<file path="src/rtl/lsu_mem_ctrl.sv">
// lsu_mem_ctrl: load/store unit in front of a word-only data memory.
// Turns core byte/halfword/word accesses into 32-bit word accesses.
// Sub-word stores are read-modify-write. Loads are lane-extracted and
// sign- or zero-extended.
//
// Optional feature macro: MISALIGN_TRAP_EN
//   defined   : misaligned half/word accesses complete at once with ERR=1,
//               without touching memory or RDATA
//   undefined : no ERR port; misaligned low address bits are ignored
//
// Ports:
//   CLK, RST          clock, synchronous active-high reset
//   REQ, WE_IN, SIZE  request, store/load select, funct3 size code
//   ADDR, WDATA       byte address and store data
//   RDATA             extended load result, held until the next load
//   BUSY, DONE, ERR   status outputs (ERR only with MISALIGN_TRAP_EN)
//   MEM_A, MEM_WD     word-aligned address and write data to memory
//   MEM_WE, MEM_RD    write enable to memory, read data from memory
//
// FSM states:
//   state  | meaning
//   IDLE   | waiting for REQ
//   ACCESS | memory read (load / RMW read) or word write
//   WRITE  | write-back of the merged word for SB/SH
//   FINISH | DONE pulse, then back to IDLE
module lsu_mem_ctrl #(
    parameter int          ADDR_W    = 32,
    parameter logic [31:0] RDATA_RST = 32'h0000_0000
) (
    input  logic              CLK,
    input  logic              RST,
    input  logic              REQ,
    input  logic              WE_IN,
    input  logic [2:0]        SIZE,
    input  logic [ADDR_W-1:0] ADDR,
    input  logic [31:0]       WDATA,
    output logic [31:0]       RDATA,
    output logic              BUSY,
    output logic              DONE,
`ifdef MISALIGN_TRAP_EN
    output logic              ERR,
`endif
    output logic [ADDR_W-1:0] MEM_A,
    output logic [31:0]       MEM_WD,
    output logic              MEM_WE,
    input  logic [31:0]       MEM_RD
);

    typedef enum logic [1:0] {IDLE, ACCESS, WRITE, FINISH} state_t;

    state_t      state;
    logic        we_l;
    logic [2:0]  size_l;
    logic [1:0]  lane;
    logic [31:0] wdata_l;
    logic        mem_we_q;

    logic        is_byte;
    logic        is_half;
    logic [4:0]  sh;
    logic [31:0] rd_shift;
    logic [31:0] mask;
    logic [31:0] load_val;
    logic [31:0] merge_val;
    logic        misalign;

    // SIZE[1] set covers LW/SW and the reserved codes 011/110/111.
    assign is_byte = ~size_l[1] & ~size_l[0];
    assign is_half = ~size_l[1] &  size_l[0];

    // A reset arriving mid-write must keep the pending write off the memory
    // edge, so the registered enable is gated by RST directly.
    assign MEM_WE = mem_we_q & ~RST;

    always_comb begin
        sh        = 5'd0;
        if (is_byte)
            sh = {lane, 3'b000};
        else if (is_half)
            sh = {lane[1], 4'b0000};
        rd_shift  = MEM_RD >> sh;
        mask      = (is_byte ? 32'h0000_00FF : 32'h0000_FFFF) << sh;
        merge_val = (MEM_RD & ~mask) | ((wdata_l << sh) & mask);
        load_val  = MEM_RD;
        if (is_byte)
            load_val = {{24{~size_l[2] & rd_shift[7]}}, rd_shift[7:0]};
        else if (is_half)
            load_val = {{16{~size_l[2] & rd_shift[15]}}, rd_shift[15:0]};
    end

`ifdef MISALIGN_TRAP_EN
    assign misalign = (~SIZE[1] & SIZE[0] & ADDR[0]) |
                      (SIZE[1] & (ADDR[1:0] != 2'b00));
`else
    assign misalign = 1'b0;
`endif

    always_ff @(posedge CLK) begin
        if (RST) begin
            state    <= IDLE;
            RDATA    <= RDATA_RST;
            BUSY     <= 1'b0;
            DONE     <= 1'b0;
            mem_we_q <= 1'b0;
            MEM_WD   <= 32'h0;
            MEM_A    <= '0;
            we_l     <= 1'b0;
            size_l   <= 3'b000;
            lane     <= 2'b00;
            wdata_l  <= 32'h0;
`ifdef MISALIGN_TRAP_EN
            ERR      <= 1'b0;
`endif
        end else begin
            DONE     <= 1'b0;
            mem_we_q <= 1'b0;
`ifdef MISALIGN_TRAP_EN
            ERR      <= 1'b0;
`endif
            case (state)
                IDLE: begin
                    if (REQ) begin
                        we_l    <= WE_IN;
                        size_l  <= SIZE;
                        lane    <= ADDR[1:0];
                        wdata_l <= WDATA;
                        MEM_A   <= {ADDR[ADDR_W-1:2], 2'b00};
                        if (misalign) begin
                            state <= FINISH;
                            DONE  <= 1'b1;
`ifdef MISALIGN_TRAP_EN
                            ERR   <= 1'b1;
`endif
                        end else begin
                            state <= ACCESS;
                            BUSY  <= 1'b1;
                            // Word store writes during ACCESS itself.
                            if (WE_IN && SIZE[1]) begin
                                mem_we_q <= 1'b1;
                                MEM_WD   <= WDATA;
                            end
                        end
                    end
                end
                ACCESS: begin
                    if (we_l && !size_l[1]) begin
                        MEM_WD   <= merge_val;
                        mem_we_q <= 1'b1;
                        state    <= WRITE;
                    end else begin
                        if (!we_l)
                            RDATA <= load_val;
                        state <= FINISH;
                        DONE  <= 1'b1;
                        BUSY  <= 1'b0;
                    end
                end
                WRITE: begin
                    state <= FINISH;
                    DONE  <= 1'b1;
                    BUSY  <= 1'b0;
                end
                default: begin
                    state <= IDLE;
                end
            endcase
        end
    end

endmodule
</file>
<file path="config.mk">
export PLATFORM = sky130hd
export DESIGN_NAME = lsu_mem_ctrl
export DESIGN_NICKNAME = d
export VERILOG_FILES = /design/src/rtl/lsu_mem_ctrl.sv
export SDC_FILE = /design/constraint.sdc
export NUM_CORES = 1
export LEC_CHECK = 0
export ABC_AREA = 1
export ABC_CLOCK_PERIOD_IN_PS = 2200
export CORE_UTILIZATION = 45
export CTS_BUF_LIST = sky130_fd_sc_hd__clkbuf_4 sky130_fd_sc_hd__clkbuf_8 sky130_fd_sc_hd__clkbuf_16
export CTS_CLUSTER_SIZE = 8
export DETAILED_ROUTE_END_ITERATION = 6
export GPL_TIMING_DRIVEN = 1
export HOLD_SLACK_MARGIN = 0.15
export PLACE_DENSITY = 0.88
export SLEW_MARGIN = 20
export SYNTH_ARGS = -nofsm -noshare
export SYNTH_HDL_FRONTEND = slang
export SYNTH_SLANG_ARGS = --single-unit
</file>
<file path="constraint.sdc">
create_clock -name CLK -period 2.2 [get_ports CLK]
set_input_delay 0.44 -clock CLK [delete_from_list [all_inputs] [get_ports CLK]]
set_output_delay 0.44 -clock CLK [all_outputs]
set_load 0.1 [all_outputs]
</file>
After elaboration in Yosys (flattened, before gate mapping)
Index checks and enable logic that the tools add are counted.
{ "totals": {"regBits": 137, "wordCells": 66} }
{ "classes": {"eq_ne": 6, "n_shift": 3, "mux": 21, "bitwise": 15, "n_reduce_logical": 10} }
{ "ops": {"columns": ["cell", "count"], "rows": [
  ["2-to-1 mux 32 bit", 5],
  ["bitwise AND 32 bit", 2],
  ["one-hot mux 32 bit (2 select lines)", 1],
  ["inverter 32 bit", 1],
  ["bitwise OR 32 bit", 1],
  ["<< shifter 16 x 5 -> 32 bit", 1],
  ["<< shifter 32 x 5 -> 32 bit", 1],
  ["right shift 32 x 5 -> 16 bit", 1],
  ["2-to-1 mux 16 bit", 1],
  ["2-to-1 mux 5 bit", 2],
  ["!= test 2 bit, second input constant", 4],
  ["2-to-1 mux 1 bit", 7],
  ["inverter 1 bit", 6],
  ["one-hot mux 2 bit (3 select lines)", 1],
  ["AND reduction 3 bit", 2],
  ["bitwise AND 1 bit", 5],
  ["one-hot mux 1 bit (2 select lines)", 2],
  ["AND reduction 4 bit", 1],
  ["one-hot mux 1 bit (3 select lines)", 1],
  ["nonzero test 3 bit", 1],
  ["== test 2 x 1 -> 1 bit, second input constant", 1],
  ["== test 2 bit, second input constant", 1],
  ["logical AND 1 bit", 2],
  ["zero test 2 bit", 1],
  ["4 further kinds", 4]
]} }

Longest topological paths before layout
{ "depth": {"word_depth": 10, "depth_mapped": 13} }

Least setup slack after synthesis
No wires, ideal clock.
{ "synth_path": {"kind": "in2out", "startpoint": "in RST", "endpoint": "out MEM_WE", "t_arrival_ns": 1.904, "required_time_ns": 1.760, "path_slack_ns": -0.144, "cell_stages": 2, "path_buffers": 1, "cell_sequence": "clkbuf_1 > nor2_1"} }
{ "synth_between": {"elab_chain_len": 2} }
{ "synth_lines": {"columns": ["item", "line_no", "rtl"], "rows": [
  ["start, declared", "31", "input logic RST,"],
  ["inverter 1 bit", "73", "assign MEM_WE = mem_we_q & ~RST;"],
  ["bitwise AND 1 bit", "73", null],
  ["end, declared", "45", "output logic MEM_WE,"]
]} }
No other way between the ends.

Worst setup path after layout
{ "layout_path": {"startpoint": "reg size_l[1]", "endpoint": "reg RDATA[8]"} }
{ "layout_between": {"elab_chain_len": 7} }
{ "layout_lines": {"columns": ["item", "line_no", "rtl"], "rows": [
  ["start, declared", "53", "logic [2:0] size_l;"],
  ["start signal, assigned", "108", "size_l <= 3'b000;"],
  ["start signal, assigned", "124", "size_l <= SIZE;"],
  ["inverter 1 bit", "68, 69", null],
  ["bitwise AND 1 bit", "69", "assign is_half = ~size_l[1] & size_l[0];"],
  ["2-to-1 mux 5 bit", "79", "else if (is_half)"],
  ["2-to-1 mux 5 bit", "77", "if (is_byte)"],
  ["right shift 32 x 5 -> 16 bit", "81", "rd_shift = MEM_RD >> sh;"],
  ["2-to-1 mux 32 bit / bitwise AND 1 bit (equally long branches)", "87, 86", null],
  ["2-to-1 mux 32 bit", "85", "if (is_byte)"],
  ["end signal, assigned", "152", "RDATA <= load_val;"],
  ["end, declared", "37", "output logic [31:0] RDATA,"]
]} }
Parallel ways exist; a longest one is shown, timed or not.
A chain may end at the register's enable or synchronous reset.

==> impl_metrics.csv <==
group,metric,value,unit
logic_synthesis,netlist_instances,810,
cells_and_area,final_common_cell,"nand2_1",
floorplan,ioPinCount,202,
routing,vias_per_cell,5.39,
global_routing,overflow,0,
floorplan,fp.coreArea,0.0122,sq mm
floorplan,die_w,114,microns
clock_tree,clk-insertion-delay-late,0.43,ns
place,dp_hpwl,13000,microns
logic_synthesis,ys_warn_count,0,
clock_tree,cts-hold-fix-buffers,0,
logic_synthesis,syn-cell-area,0.00569,sq mm
logic_synthesis,synthArstFlopShare,0,
logic_synthesis,ys_seq_area_frac,0.426,
logic_synthesis,yosysTopAreaCell,"dfxtp_1",
place,placed_area,0.00754,sq mm
cells_and_area,nets,1091,
setup_path,crit_path_end_kind,"flop",
place,numPortBuffers,199,
timing,min_period_over_period,0.898,
clock_tree,cts_max_level,4,
logic_synthesis,yosys-top-cells-area,"dfxtp_1, o21ai_0, a21oi_1",
logic_synthesis,yosys_register_bits,121,
timing,finClkSkew,0.0185,ns
timing,fmax,506,MHz
logic_synthesis,synth_cell_types,30,
setup_path,worstPathMaxFanout,22,
clock_tree,cts-root-buf,"clkbuf_16",
setup_path,setup.worst_path.start_class,"flop",
setup_path,cp.arrival,2.30,ns
cells_and_area,fin_cells,1160,
routing,totalWireLength,18500,microns
routing,postRouteAntennaNets,0,
timing,period_needed,1.98,ns
logic_synthesis,ys.flop_type,"dfxtp_1",
clock_tree,cts_resized,0,
floorplan,std_cell_rows,40,
clock_tree,clockBufferDepth,2,
clock_tree,path_clk_slew,0.05,ns
timing,timing.final.ws_setup,0.224,ns
logic_synthesis,avgSynthCellArea,7.02,sq um
routing,drt_iter0_markers,613,
clock_tree,post-cts-setup-buffer-count,0,
global_routing,antenna_found_initial,0,
routing,routedWlPerCell,16.0,microns
place,placed_cells,1133,
clock_tree,cts_buffers,17,
setup_path,worstSetupPathType,"reg2reg",
logic_synthesis,synth_edf_count,0,
global_routing,grt_util_all_layers,0.288,
timing,maxSlewViolCount,0,
global_routing,first_global_vias,5713,
worst_hold_path,worstHoldPathType,"reg2reg",
setup_path,worstPathRequired,2.53,ns
run,cap_violations,0,
place,gp_congestion,0.906,
routing,drc,0,
cells_and_area,final_area,0.00810,sq mm
routing,drtPass1Iterations,7,
cells_and_area,areaGrowthSynthToFinish,42.3,%
floorplan,start_util,0.468,
logic_synthesis,synth_top_area_share,0.426,
place,post-place-ws,0.229,ns
global_routing,grt_max_degree,59,
cells_and_area,post_route_cells_drive_above_1_share,0.168,
timing,report.final.setup_viol,0,
timing,setup_tns,0,ns
global_routing,grt_pass1_wl,28900,microns
clock_tree,cts_sinks,121,
floorplan,die_h,114,microns
routing,num_vias,6252,
cells_and_area,antenna_cells,0,
timing,grt_setup_unrepaired,"false",
timing,hold_violations,0,
clock_tree,cts_tree,"yes",
floorplan,die_area,0.0131,sq mm
cells_and_area,final_cell_mix,"nand2_1, o21ai_0, dfxtp_1, nor2_1, a21oi_1",
outcome,status,"finished, final reports clean",
## critical path, cell delays in order (launching register included)
cell and delay [ns]:
dfxtp_1 0.50, inv_4 0.11, nand2_8 0.15, inv_2 0.15, nand2_2 0.37, inv_2 0.16, nand2_1 0.09, nand3_1 0.07
nand2_1 0.08, nand3_1 0.08, nand2_1 0.07, inv_1 0.03
## cells in the mapped netlist, types with 3 or more instances
cell	instances
a21oi_1	111
buf_2	9
buf_4	4
buf_6	5
clkbuf_1	42
dfxtp_1	121
ha_1	4
inv_1	50
inv_2	6
nand2_1	132
nand2_2	3
nand3_1	30
nand3_2	3
nor2_1	117
o211ai_1	25
o21ai_0	125
o221ai_1	7
## state kept, by name, indices dropped and copies added (netlist names), 2 cells and up
name / cells
lane: 2
size_l: 3
RDATA: 32
state: 2
MEM_WD: 32
MEM_A: 30
wdata_l: 16
## layout make-up
class / instances / area, sq um
clock buffers: 23 / 489
inverters: 57 / 216
flip-flops and latches: 121 / 2420
clock inverters: 4 / 70.1
fillers: 1049 / 4060
multi-input cells: 571 / 2760
well taps: 168 / 210
repair buffers: 216 / 1930
## stage by stage
stage                      util  hold slack [ns]
after floorplan               -            0.430
after global placement    0.620            0.450
after detailed placement  0.620            0.446
after CTS                 0.666            0.455
after global routing      0.666            0.492
final                     0.666            0.455
## worst paths after layout
| path | start | to | slack (ns) | cells after the start |
|---|---|---|---|---|
| hold reg to reg | wdata_l[10]$_SDFFE_PP0P_ | wdata_l[10]$_SDFFE_PP0P_ | 0.46 | 2 |
| hold / removal | wdata_l[10]$_SDFFE_PP0P_ | wdata_l[10]$_SDFFE_PP0P_ | 0.46 | 2 |
| setup / recovery | size_l[1]$_SDFFE_PP0P_ | RDATA[8]$_SDFFE_PP0P_ | 0.22 | 11 |
| setup reg to reg | size_l[1]$_SDFFE_PP0P_ | RDATA[8]$_SDFFE_PP0P_ | 0.22 | 11 |
## metal layers
metal / routed length [microns] / up-vias / global-route usage
li1: - / 3033 / -
met1: 7510 / 2765 / 0.352
met2: 8350 / 390 / 0.454
met3: 1910 / 64 / 0.0821
met4: 752 / 0 / 0.166
met5: 0 / - / 0
## cell families after synthesis
kind of cell | Yosys count | synth area share
simple gates | 293 | 0.216
compound gates | 272 | 0.258
flops | 121 | 0.426
buf+inv | 119 | 0.0902
fa+ha+maj | 4 | 0.00880
other cells | 1 | 0.000659
Power is not shown: default switching activity piles up to over one toggle a cycle in this logic, so the estimate is an artifact.
